===== src/rtl/translator_arbiter.sv =====
// Round-robin arbiter that funnels NUM_REQ page-translation requesters onto one shared
// translator, keeping a single translation in flight and forcing a fault on timeout.
`ifndef DCP_PADDR
`define DCP_PADDR 40
`endif

module translator_arbiter #(
    parameter int unsigned NUM_REQ = 4,
    parameter int unsigned PN_W    = `DCP_PADDR - 12,
    parameter int unsigned TIMEOUT = 1023
) (
    input  logic                    clk_i,
    input  logic                    rst_i,
    input  logic [NUM_REQ-1:0]      req_valid_i,
    input  logic [NUM_REQ*PN_W-1:0] req_vpn_i,
    output logic [NUM_REQ-1:0]      req_ready_o,
    output logic                    tr_req_valid_o,
    input  logic                    tr_req_ready_i,
    output logic [PN_W-1:0]         tr_req_vpn_o,
    input  logic                    tr_resp_valid_i,
    input  logic [PN_W-1:0]         tr_resp_ppn_i,
    input  logic                    tr_resp_fault_i,
    output logic [NUM_REQ-1:0]      resp_valid_o,
    input  logic [NUM_REQ-1:0]      resp_ready_i,
    output logic [PN_W-1:0]         resp_ppn_o,
    output logic                    resp_fault_o,
    output logic                    resp_timeout_o,
    output logic                    busy_o
);

    localparam int unsigned ID_W  = $clog2(NUM_REQ);
    localparam int unsigned CNT_W = $clog2(TIMEOUT + 1);

    typedef enum logic [1:0] {IDLE, ISSUE, WAIT, RESP} state_t;

    state_t             state;
    logic [ID_W-1:0]    rr_ptr;
    logic [ID_W-1:0]    id_q;
    logic [ID_W-1:0]    gnt_id;
    logic               gnt_found;
    logic [NUM_REQ-1:0] gnt_oh;
    logic [NUM_REQ-1:0] id_oh;
    logic [PN_W-1:0]    vpn_arr [NUM_REQ];
    logic [PN_W-1:0]    vpn_q;
    logic [PN_W-1:0]    ppn_q;
    logic               fault_q;
    logic               timeout_q;
    logic               tr_req_valid_q;
    logic [NUM_REQ-1:0] resp_valid_q;
    logic [CNT_W-1:0]   cnt;

    for (genvar g = 0; g < NUM_REQ; g++) begin : g_vpn_slice
        assign vpn_arr[g] = req_vpn_i[g*PN_W +: PN_W];
    end

    // Scan starts at rr_ptr and wraps, so the last served requester has lowest priority.
    always_comb begin : grant_scan
        int unsigned idx;
        idx       = 0;
        gnt_found = 1'b0;
        gnt_id    = '0;
        gnt_oh    = '0;
        for (int unsigned i = 0; i < NUM_REQ; i++) begin
            idx = 32'(rr_ptr) + i;
            if (idx >= NUM_REQ) begin
                idx = idx - NUM_REQ;
            end
            if (!gnt_found && req_valid_i[ID_W'(idx)]) begin
                gnt_found             = 1'b1;
                gnt_id                = ID_W'(idx);
                gnt_oh[ID_W'(idx)]    = 1'b1;
            end
        end
    end

    always_comb begin
        id_oh       = '0;
        id_oh[id_q] = 1'b1;
    end

    assign req_ready_o    = (state == IDLE && !rst_i) ? gnt_oh : '0;
    assign tr_req_valid_o = tr_req_valid_q;
    assign tr_req_vpn_o   = tr_req_valid_q ? vpn_q : '0;
    assign resp_valid_o   = resp_valid_q;
    assign resp_ppn_o     = ppn_q;
    assign resp_fault_o   = fault_q;
    assign resp_timeout_o = timeout_q;
    assign busy_o         = (state != IDLE);

    always_ff @(posedge clk_i or posedge rst_i) begin
        if (rst_i) begin
            state          <= IDLE;
            rr_ptr         <= '0;
            id_q           <= '0;
            vpn_q          <= '0;
            ppn_q          <= '0;
            fault_q        <= 1'b0;
            timeout_q      <= 1'b0;
            tr_req_valid_q <= 1'b0;
            resp_valid_q   <= '0;
            cnt            <= '0;
        end else begin
            case (state)
                IDLE: begin
                    if (gnt_found) begin
                        vpn_q          <= vpn_arr[gnt_id];
                        id_q           <= gnt_id;
                        tr_req_valid_q <= 1'b1;
                        state          <= ISSUE;
                    end
                end
                ISSUE: begin
                    if (tr_req_ready_i) begin
                        tr_req_valid_q <= 1'b0;
                        cnt            <= '0;
                        state          <= WAIT;
                    end
                end
                WAIT: begin
                    if (cnt != CNT_W'(TIMEOUT)) begin
                        cnt <= cnt + 1'b1;
                    end
                    // A response landing on the final count beats the timeout.
                    if (tr_resp_valid_i) begin
                        ppn_q        <= tr_resp_ppn_i;
                        fault_q      <= tr_resp_fault_i;
                        timeout_q    <= 1'b0;
                        resp_valid_q <= id_oh;
                        state        <= RESP;
                    end else if (cnt == CNT_W'(TIMEOUT - 1)) begin
                        ppn_q        <= '0;
                        fault_q      <= 1'b1;
                        timeout_q    <= 1'b1;
                        resp_valid_q <= id_oh;
                        state        <= RESP;
                    end
                end
                RESP: begin
                    if (resp_ready_i[id_q]) begin
                        resp_valid_q <= '0;
                        ppn_q        <= '0;
                        fault_q      <= 1'b0;
                        timeout_q    <= 1'b0;
                        rr_ptr       <= (id_q == ID_W'(NUM_REQ - 1)) ? '0 : id_q + 1'b1;
                        state        <= IDLE;
                    end
                end
                default: state <= IDLE;
            endcase
        end
    end

endmodule


===== config.mk =====
export PLATFORM = sky130hd
export DESIGN_NAME = translator_arbiter
export DESIGN_NICKNAME = d
export VERILOG_FILES = /design/src/rtl/translator_arbiter.sv
export SDC_FILE = /design/constraint.sdc
export NUM_CORES = 1
export LEC_CHECK = 0
export ABC_AREA = 1
export BUFFER_PORTS_ARGS = -buffer_cell sky130_fd_sc_hd__buf_4
export CAP_MARGIN = 20
export CORE_UTILIZATION = 53
export DETAILED_ROUTE_END_ITERATION = 10
export MAX_ROUTING_LAYER = met4
export PLACE_DENSITY_LB_ADDON = 0.15
export SYNTH_ARGS = -nofsm -noshare
export SYNTH_HDL_FRONTEND = slang
export SYNTH_SLANG_ARGS = --single-unit
export TNS_END_PERCENT = 30

===== constraint.sdc =====
create_clock -name clk_i -period 4.05 [get_ports clk_i]
set_input_delay 0.81 -clock clk_i [delete_from_list [all_inputs] [get_ports clk_i]]
set_output_delay 0.81 -clock clk_i [all_outputs]
set_load 0.05 [all_outputs]

==> flow_summary.yaml, run 1 <==
place:
  place_congestion: 0.927
  port_buffers: 220
  dp_hpwl_um: 10600
  place_area_um2: 7090
cells_and_area:
  fillCellCount: 857
  final_cell_mix: "306 x nand2_1, 226 x buf_4, 140 x inv_1, 107 x nand3_1, 79 x dfrtp_1"
  design_area_um2: 7290
  syn2layout_area_growth_pct: 35.0
  nets: 1195
  layout.cells.most_common: "nand2_1"
  drive_gt1_share_pct: 25.5
global_route:
  grt_pass1_wl_um: 23000
  grt.total_usage_pct: 28.6
  grt_max_degree: 69
  grt_pass1_vias: 5356
  grt_overflow: 0
  antenna_found_initial: 0
synth:
  yosys_warnings: 0
  ys_types: 38
  ys_ff_latch: 79
  synth_edf_count: 0
  syn_area_per_cell_um2: 6.57
  postSynthCellCount: 822
  synthFlopType: "dfrtp_1"
  netlist_area_um2: 5400
  ys_seq_area_share_pct: 36.6
  syn_nets: 993
  postSynth.asyncResetShare_pct: 100
critical_path:
  cp_max_fo: 15
  rr_endpoint: "vpn_q[17]$_DFFE_PP0P_"
  ff2ff_path_depth: 14
  cp_slowest_stage_delay_ns: 0.62
  crit_buf_inv: 4
  start_kind: "register"
  endpoint_kind: "output port"
  r2r_start: "rr_ptr[0]$_DFFE_PP0P_"
  r2r_setup_slack_ns: 0.70
  crit_slowest_cell: "dfrtp_1"
  crit_top_cell: "nand2_1"
  cp_data_required_time_ns: 3.24
  path_delay_family: "flip-flops"
  critPathKind: "reg -> out"
  crit_chain: "inv_2 -> ha_1 -> inv_1 -> nand3_1 -> nand2_1 -> nor2_1 -> nand2_1 -> o21ai_0 -> a31oi_1 -> o21ai_0 -> nand2_1 -> inv_1 -> buf_4"
  worstPathArrival_ns: 2.76
floorplanning:
  num_rows: 36
  boundaryPins: 221
  die-area_um2: 10600
  start_util_pct: 55.0
  die_y_um: 103
  coreArea_um2: 9820
  dieWidth_um: 103
clocking:
  insertion_delay_ns: 0.36
  clockRootBuffer: "clkbuf_8"
  cts_sinks: 79
  tritoncts: "yes"
  ctsResizeCount: 0
  hold_buffers: 0
  cts_setup_buffers: 0
  cts_max_level: 3
  clk_pin_slew_ns: 0.07
  cts.path.max_buffers: 2
  cts_buffers: 9
routing:
  dr.pass1.iters: 5
  post-route-drc-count: 0
  viasPerCell: 4.90
  via_count: 5698
  drt_wl_total_um: 14400
  wire_per_inst_um: 12.4
  final_antenna_net_count: 0
  drtIter0Drc: 204
sta:
  skew_ns: 0.0140
  rsz0062_at_grt: "no"
  final.setup.tns_ns: 0
  min_period_ns: 3.57
  finalMaxSlewViolations: 0
  slew_headroom_pct: 34.1
  finalSetupViolations: 0
  max_freq_mhz: 280
  hold-worst-slack_ns: 0.484
  fin_crit_sh_pct: 88.2
  worst_pin_slew_ns: 0.989
  hold_viol: 0
job:
  maxCapViolCount: 0
pwr:
  p_per_area_nw_per_um2: 905
  power_mw: 6.59
  ir_drop_uv: 571
  p_leak_nw: 4.34
worst_hold_path:
  whs_path_depth: 2
  hold_start: "vpn_q[15]$_DFFE_PP0P_"
  min_path_type: "reg -> reg"
  hold_end: "vpn_q[15]$_DFFE_PP0P_"
run_status:
  status: "complete, no violations"
tightest hold or removal path: stages, from the launching register on:
cell,delay [ns]
dfrtp_1,0.35
nand2_1,0.06
nand2_1,0.05
stage by stage:
| step | cells | util [%] | worst slack, ns |
|---|---|---|---|
| final | 1162 | 74.2 | 0.478 |
| after global routing | 1161 | 74.2 | 0.194 |
| after CTS | 1161 | 74.2 | 0.497 |
| after detailed placement | 1146 | 72.2 | 0.691 |
| after global placement | 1146 | 72.2 | 0.762 |
| after floorplan | 822 | - | 1.22 |
cells in the mapped netlist, types with 4 or more instances:
cell | number | area, um2
nand2_1 | 306 | 1150
inv_1 | 141 | 529
nand3_1 | 107 | 536
dfrtp_1 | 79 | 1980
o21ai_0 | 49 | 245
ha_1 | 18 | 225
nor2_1 | 16 | 60.1
buf_2 | 15 | 75.1
clkbuf_1 | 13 | 48.8
or2_1 | 9 | 56.3
a21oi_1 | 8 | 40.0
nor3_1 | 7 | 35.0
buf_4 | 6 | 45.0
o21ai_1 | 5 | 25.0
or2_0 | 5 | 31.3
inv_2 | 4 | 15.0
nand4_1 | 4 | 25.0
sequential cells by signal, indices dropped and copies added, names as in the netlist:
name	flops
cnt	10
id_q	2
resp_fault_o	1
resp_ppn_o	28
resp_timeout_o	1
resp_valid_o	4
rr_ptr	2
state	2
tr_req_valid_o	1
vpn_q	28
report_power, final:
group / internal [mW] / total, mW / switching, mW
Clock: 0.315 / 0.599 / 0.284
Sequential: 1.11 / 1.35 / 0.240
Combinational: 1.44 / 4.64 / 3.21
cells by family (layout without fill, tap and decap cells):
family          count (synthesis)  count (layout)  share of synthesized area [%]
compound gates                 72              72                           7.16
buf+inv                       181             387                           13.4
other cells                     0               1                              0
flops                          79              79                           36.6
simple gates                  471             471                           38.5
fa+ha+maj                      18              18                           4.17
xor+xnor                        1               1                          0.162
routing by layer:
layer  vias to the layer above  routed length (um)  track usage (%)
li1                       2933                   -                -
met1                      2526                6110             32.3
met2                       211                6820             49.2
met3                        28                1090             5.56
met4                         0                 340             12.5
met5                         -                   0                -
cell type report:
class                           instances  area (um2)  area share [%]
Timing Repair Buffer                  226        1700            23.3
Multi-Input combinational cell        562        2700            37.0
Sequential cell                        79        1980            27.1
Antenna cell                            1        2.50          0.0343
Clock inverter                          3        42.5           0.584
Clock buffer                           12         155            2.13
Inverter                              146         552            7.57
Tap cell                              133         166            2.28
worst max path at each step:
stage                          start                    end  depth (start not counted)
6_report       rr_ptr[0]$_DFFE_PP0P_         req_ready_o[0]                         13
5_1_grt        rr_ptr[0]$_DFFE_PP0P_         req_ready_o[0]                         13
4_1_cts        rr_ptr[0]$_DFFE_PP0P_         req_ready_o[0]                         13
3_5_place_dp   rr_ptr[0]$_DFFE_PP0P_  vpn_q[22]$_DFFE_PP0P_                         14
3_3_place_gp   rr_ptr[0]$_DFFE_PP0P_  vpn_q[22]$_DFFE_PP0P_                         14
2_1_floorplan                  rst_i     cnt[0]$_DFFE_PP0P_                          1
Power figures use the tool's default switching activity.
==> inputs of run 2 (changes only) <==
Settings changed: RECOVER_POWER set to 25.
==> run 2 against run 1 <==
Effect of this change: the run now ends with capacitance limit, slew limit left; utilization decreased by 0.077 points; flip-flop and latch count unchanged; first-iteration DRC count unchanged; sequential power barely moved; die area is the same; non-clock buffer count did not move; maximum frequency grew 0.15%; hold slack hardly changed; power barely moved; via count increased by 0.39%; wire length grew 0.13%; final cell count did not move; critical endpoint unchanged; largest power group unchanged.
==> flow_summary.yaml, run 2 (same netlist as run 1, synthesis figures left out) <==
run_status:
  status: "complete, but fails checks"
  violations: "capacitance limit, slew limit"
critical_path:
  worstPathArrival_ns: 2.76
  endpoint_kind: "output port"
  cp_slowest_stage_delay_ns: 0.62
  cp_data_required_time_ns: 3.24
  start_kind: "register"
  ff2ff_path_depth: 14
  r2r_start: "rr_ptr[0]$_DFFE_PP0P_"
  crit_slowest_cell: "dfrtp_1"
  crit_chain: "inv_2 -> ha_1 -> inv_1 -> nand3_1 -> nand2_1 -> nor2_1 -> nand2_1 -> o21ai_0 -> a31oi_1 -> o21ai_0 -> nand2_1 -> inv_1 -> buf_4"
  r2r_setup_slack_ns: 0.70
  cp_max_fo: 15
  path_delay_family: "flip-flops"
  rr_endpoint: "vpn_q[17]$_DFFE_PP0P_"
  critPathKind: "reg -> out"
  crit_top_cell: "nand2_1"
  crit_buf_inv: 4
sta:
  finalSetupViolations: 0
  fin_crit_sh_pct: 88.1
  min_period_ns: 3.57
  final.setup.tns_ns: 0
  slew_headroom_pct: -28.7
  hold_viol: 0
  finalMaxSlewViolations: 45
  skew_ns: 0.0137
  rsz0062_at_grt: "no"
  worst_pin_slew_ns: 1.92
  max_freq_mhz: 280
floorplanning:
  die_y_um: 103
  coreArea_um2: 9820
  dieWidth_um: 103
  boundaryPins: 221
  num_rows: 36
  die-area_um2: 10600
  start_util_pct: 55.0
clocking:
  ctsResizeCount: 0
  cts_buffers: 9
  hold_buffers: 0
  cts_max_level: 3
  clk_pin_slew_ns: 0.07
  cts.path.max_buffers: 2
  cts_setup_buffers: 0
  insertion_delay_ns: 0.36
  clockRootBuffer: "clkbuf_8"
  cts_sinks: 79
  tritoncts: "yes"
cells_and_area:
  nets: 1195
  drive_gt1_share_pct: 25.3
  design_area_um2: 7280
  fillCellCount: 857
  final_cells: 1162
  syn2layout_area_growth_pct: 34.9
  register_area_um2: 1980
  multi_input_area_um2: 2700
  final_cell_mix: "306 x nand2_1, 224 x buf_4, 140 x inv_1, 107 x nand3_1, 79 x dfrtp_1"
  layout.cells.most_common: "nand2_1"
routing:
  viasPerCell: 4.92
  drtIter0Drc: 204
  final_antenna_net_count: 0
  drt_wl_total_um: 14400
  post-route-drc-count: 0
  dr.pass1.iters: 5
  via_count: 5720
  wire_per_inst_um: 12.4
global_route:
  grt_max_degree: 69
  grt_pass1_wl_um: 23000
  grt_overflow: 0
  grt.total_usage_pct: 28.6
  antenna_found_initial: 0
  grt_pass1_vias: 5356
pwr:
  p_leak_nw: 4.33
  ir_drop_uv: 571
  p_per_area_nw_per_um2: 906
place:
  place_area_um2: 7090
  placedCellCount: 1146
  port_buffers: 220
  dp_hpwl_um: 10600
  place_congestion: 0.927
job:
  maxCapViolCount: 1
worst_hold_path:
  whs_path_depth: 2
  hold_end: "vpn_q[15]$_DFFE_PP0P_"
  min_path_type: "reg -> reg"
  hold_start: "vpn_q[15]$_DFFE_PP0P_"
run 2: layout make-up:
class | instances | share of cell area [%]
Clock buffer | 12 | 2.13
Antenna cell | 1 | 0.0344
Tap cell | 133 | 2.29
Clock inverter | 3 | 0.584
Sequential cell | 79 | 27.1
Inverter | 146 | 7.58
Timing Repair Buffer | 226 | 23.2
Multi-Input combinational cell | 562 | 37.0
run 2: worst max path at each step:
stage | start | end | slack, ns | cells after the start
after floorplan | rst_i | cnt[0]$_DFFE_PP0P_ | 1.22 | 1
after global placement | rr_ptr[0]$_DFFE_PP0P_ | vpn_q[22]$_DFFE_PP0P_ | 0.76 | 14
after detailed placement | rr_ptr[0]$_DFFE_PP0P_ | vpn_q[22]$_DFFE_PP0P_ | 0.69 | 14
after CTS | rr_ptr[0]$_DFFE_PP0P_ | req_ready_o[0] | 0.50 | 13
after global routing | rr_ptr[0]$_DFFE_PP0P_ | req_ready_o[0] | 0.19 | 13
final | rr_ptr[0]$_DFFE_PP0P_ | req_ready_o[0] | 0.48 | 13
run 2: worst min-delay path: stages (launching register included):
cell,delay [ns]
dfrtp_1,0.35
nand2_1,0.06
nand2_1,0.05
run 2: stage by stage:
step	utilization [%]	power, mW	hold WS [ns]	setup WS, ns
6_report	74.2	6.59	0.484	0.484
5_1_grt	74.1	7.21	0.503	0.194
4_1_cts	74.2	6.60	0.485	0.497
3_5_place_dp	72.2	5.99	0.468	0.691
3_3_place_gp	72.2	5.94	0.465	0.762
2_1_floorplan	-	4.95	0.449	1.22
run 2: where the power goes:
group / internal, mW / switching (mW) / total, mW
combinational: 1.44 / 3.21 / 4.65
sequential: 1.11 / 0.240 / 1.35
clock: 0.315 / 0.283 / 0.598
run 2: metal layers:
layer | share of wire, % | track usage (%) | vias up
met3 | 8.0 | 5.56 | 28
met5 | 0 | - | -
met2 | 47 | 49.2 | 224
met4 | 2.4 | 12.5 | 0
li1 | - | - | 2932
met1 | 42 | 32.3 | 2536
==> inputs of run 3 (changes only) <==
==> constraint.sdc (replaced) <==
create_clock -name clk_i -period 4.05 [get_ports clk_i]
set_input_delay 0.405 -clock clk_i [delete_from_list [all_inputs] [get_ports clk_i]]
set_output_delay 0.405 -clock clk_i [all_outputs]
set_load 0.05 [all_outputs]
==> run 3 against run 2 <==
Effect of this change: die area unchanged; sequential power about the same; sequential share of layout area increased by 0.13 points; final cell count about the same; non-clock buffer count decreased by 1; the run still ends with capacitance limit, slew limit left; first-iteration DRC count increased by 29%; setup slack improved by 0.22 ns; clock power decreased by 11%; hold slack got worse by 0.25 ns.
==> flow_summary.yaml, run 3 (same netlist as run 1, synthesis figures left out) <==
critical_path:
  cp_data_required_time_ns: 4.30
  crit_top_cell: "nand2_1"
  start_kind: "register"
  crit_slowest_cell: "dfrtp_1"
  crit_chain: "inv_2 -> ha_1 -> inv_1 -> nand3_1 -> nand2_2 -> nor2_8 -> nand3b_4 -> nand3_4 -> buf_4 -> nand2_1 -> nand3_1 -> nand2_1 -> nand2_1 -> nand2_1"
  critPathKind: "reg -> reg"
  endpoint_kind: "register"
  worstPathArrival_ns: 3.60
  cp_max_fo: 63
  path_delay_family: "simple AND/OR/NAND/NOR gates"
  cp_slowest_stage_delay_ns: 0.62
  crit_buf_inv: 3
routing:
  dr.pass1.iters: 5
  via_count: 5766
  viasPerCell: 4.97
  drt_wl_total_um: 14300
  wire_per_inst_um: 12.3
  final_antenna_net_count: 0
  post-route-drc-count: 0
  drtIter0Drc: 263
pwr:
  internal-power_mw: 2.77
  p_per_area_nw_per_um2: 901
  power.share.sequential_pct: 20.7
  p_leak_nw: 4.32
  p_clk_share_pct: 8.2
  ir_drop_uv: 717
  comb_power_share_pct: 71.2
  switching_power_mw: 3.76
  p_sw_share_pct: 57.6
global_route:
  grt_max_degree: 69
  antenna_found_initial: 0
  grt_overflow: 0
  grt_pass1_vias: 5259
  grt.total_usage_pct: 28.3
  grt_pass1_wl_um: 22800
job:
  maxCapViolCount: 2
cells_and_area:
  design_area_um2: 7250
  nets: 1194
  antennaDiodeCount: 0
  fillCellCount: 844
  layout.cells.most_common: "nand2_1"
  final_cell_mix: "306 x nand2_1, 223 x buf_4, 140 x inv_1, 107 x nand3_1, 79 x dfrtp_1"
  drive_gt1_share_pct: 25.4
  syn2layout_area_growth_pct: 34.3
sta:
  fin_crit_sh_pct: 82.6
  hold_viol: 0
  worst_slack_ns: 0.706
  worst_pin_slew_ns: 1.90
  final.setup.tns_ns: 0
  min_period_ns: 3.34
  finalSetupViolations: 0
  skew_ns: 0.0148
  hold-worst-slack_ns: 0.233
  max_freq_mhz: 299
  slew_headroom_pct: -27.6
  rsz0062_at_grt: "no"
  finalMaxSlewViolations: 82
floorplanning:
  dieWidth_um: 103
  coreArea_um2: 9820
  boundaryPins: 221
  die_y_um: 103
  die-area_um2: 10600
  num_rows: 36
  start_util_pct: 55.0
clocking:
  hold_buffers: 0
  cts_max_level: 3
  ctsResizeCount: 0
  cts_sinks: 79
  insertion_delay_ns: 0.36
  cts_buffers: 9
  clockRootBuffer: "clkbuf_8"
  tritoncts: "yes"
  clk_pin_slew_ns: 0.09
  cts_setup_buffers: 0
  cts.path.max_buffers: 2
run_status:
  violations: "capacitance limit, slew limit"
  status: "complete, but fails checks"
worst_hold_path:
  min_path_type: "in -> reg"
place:
  dp_hpwl_um: 10700
  port_buffers: 220
  place_area_um2: 7080
  place_congestion: 0.960
  dp_slack_ns: 0.723
-- run 3: changes by cell type in the layout (fill, tap and decap cells not counted) --
cell / change
inv_6: +1
bufinv_16: -1
diode_2: -1
clkinv_2: +2
clkinv_4: +2
clkbuf_8: -2
clkbuf_1: -1
buf_4: -1
-- run 3: layer usage --
metal	vias up	GRT usage [%]	part of all wire [%]
met2	237	46.6	47
met3	34	7.19	7.9
li1	2923	-	-
met5	-	-	0
met4	0	10.4	2.9
met1	2572	33.6	43
-- run 3: through the flow --
stage	utilization (%)	power, mW	cells
floorplan	-	4.95	822
global placement	72.1	5.92	1145
detailed placement	72.1	5.99	1145
CTS	73.9	6.54	1161
global route	73.8	7.17	1161
finish	73.8	6.53	1161
-- run 3: worst paths after layout --
path                       cells after the start                          to  slack [ns]                   from
max                                           14       vpn_q[17]$_DFFE_PP0P_        0.71  rr_ptr[0]$_DFFE_PP0P_
min                                            2  resp_timeout_o$_DFFE_PP0P_        0.23        tr_resp_valid_i
max reg2reg                                   14       vpn_q[17]$_DFFE_PP0P_        0.71  rr_ptr[0]$_DFFE_PP0P_
min reg2reg                                    2        vpn_q[0]$_DFFE_PP0P_        0.49   vpn_q[0]$_DFFE_PP0P_
max in group asynchronous                      3   resp_ppn_o[9]$_DFFE_PP0P_        1.09                  rst_i
min in group asynchronous                      2       rr_ptr[0]$_DFFE_PP0P_        0.53                  rst_i
-- run 3: cell type report --
cell class | count | area, um2 | area share, %
inverter | 146 | 552 | 7.61
clock buffer | 9 | 124 | 1.71
sequential | 79 | 1980 | 27.3
clock inverter | 7 | 48.8 | 0.673
multi-input combinational | 562 | 2700 | 37.2
tap | 133 | 166 | 2.30
timing repair buffer | 225 | 1680 | 23.2
-- run 3: worst reg2reg max path, delay by kind of cell (launching register included) --
kind          cells  cell delay [ns]
fa+ha+maj         1             0.42
buf+inv           3             0.61
simple gates     10             1.60
flops             1             0.62
-- run 3: power groups by stage --
stage | combinational (mW) | sequential, mW | clock [mW]
after floorplan | 3.28 | 1.67 | 0
after global placement | 4.56 | 1.35 | 0
after detailed placement | 4.64 | 1.36 | 0
after CTS | 4.65 | 1.35 | 0.538
after global routing | 5.21 | 1.39 | 0.574
final | 4.65 | 1.35 | 0.532
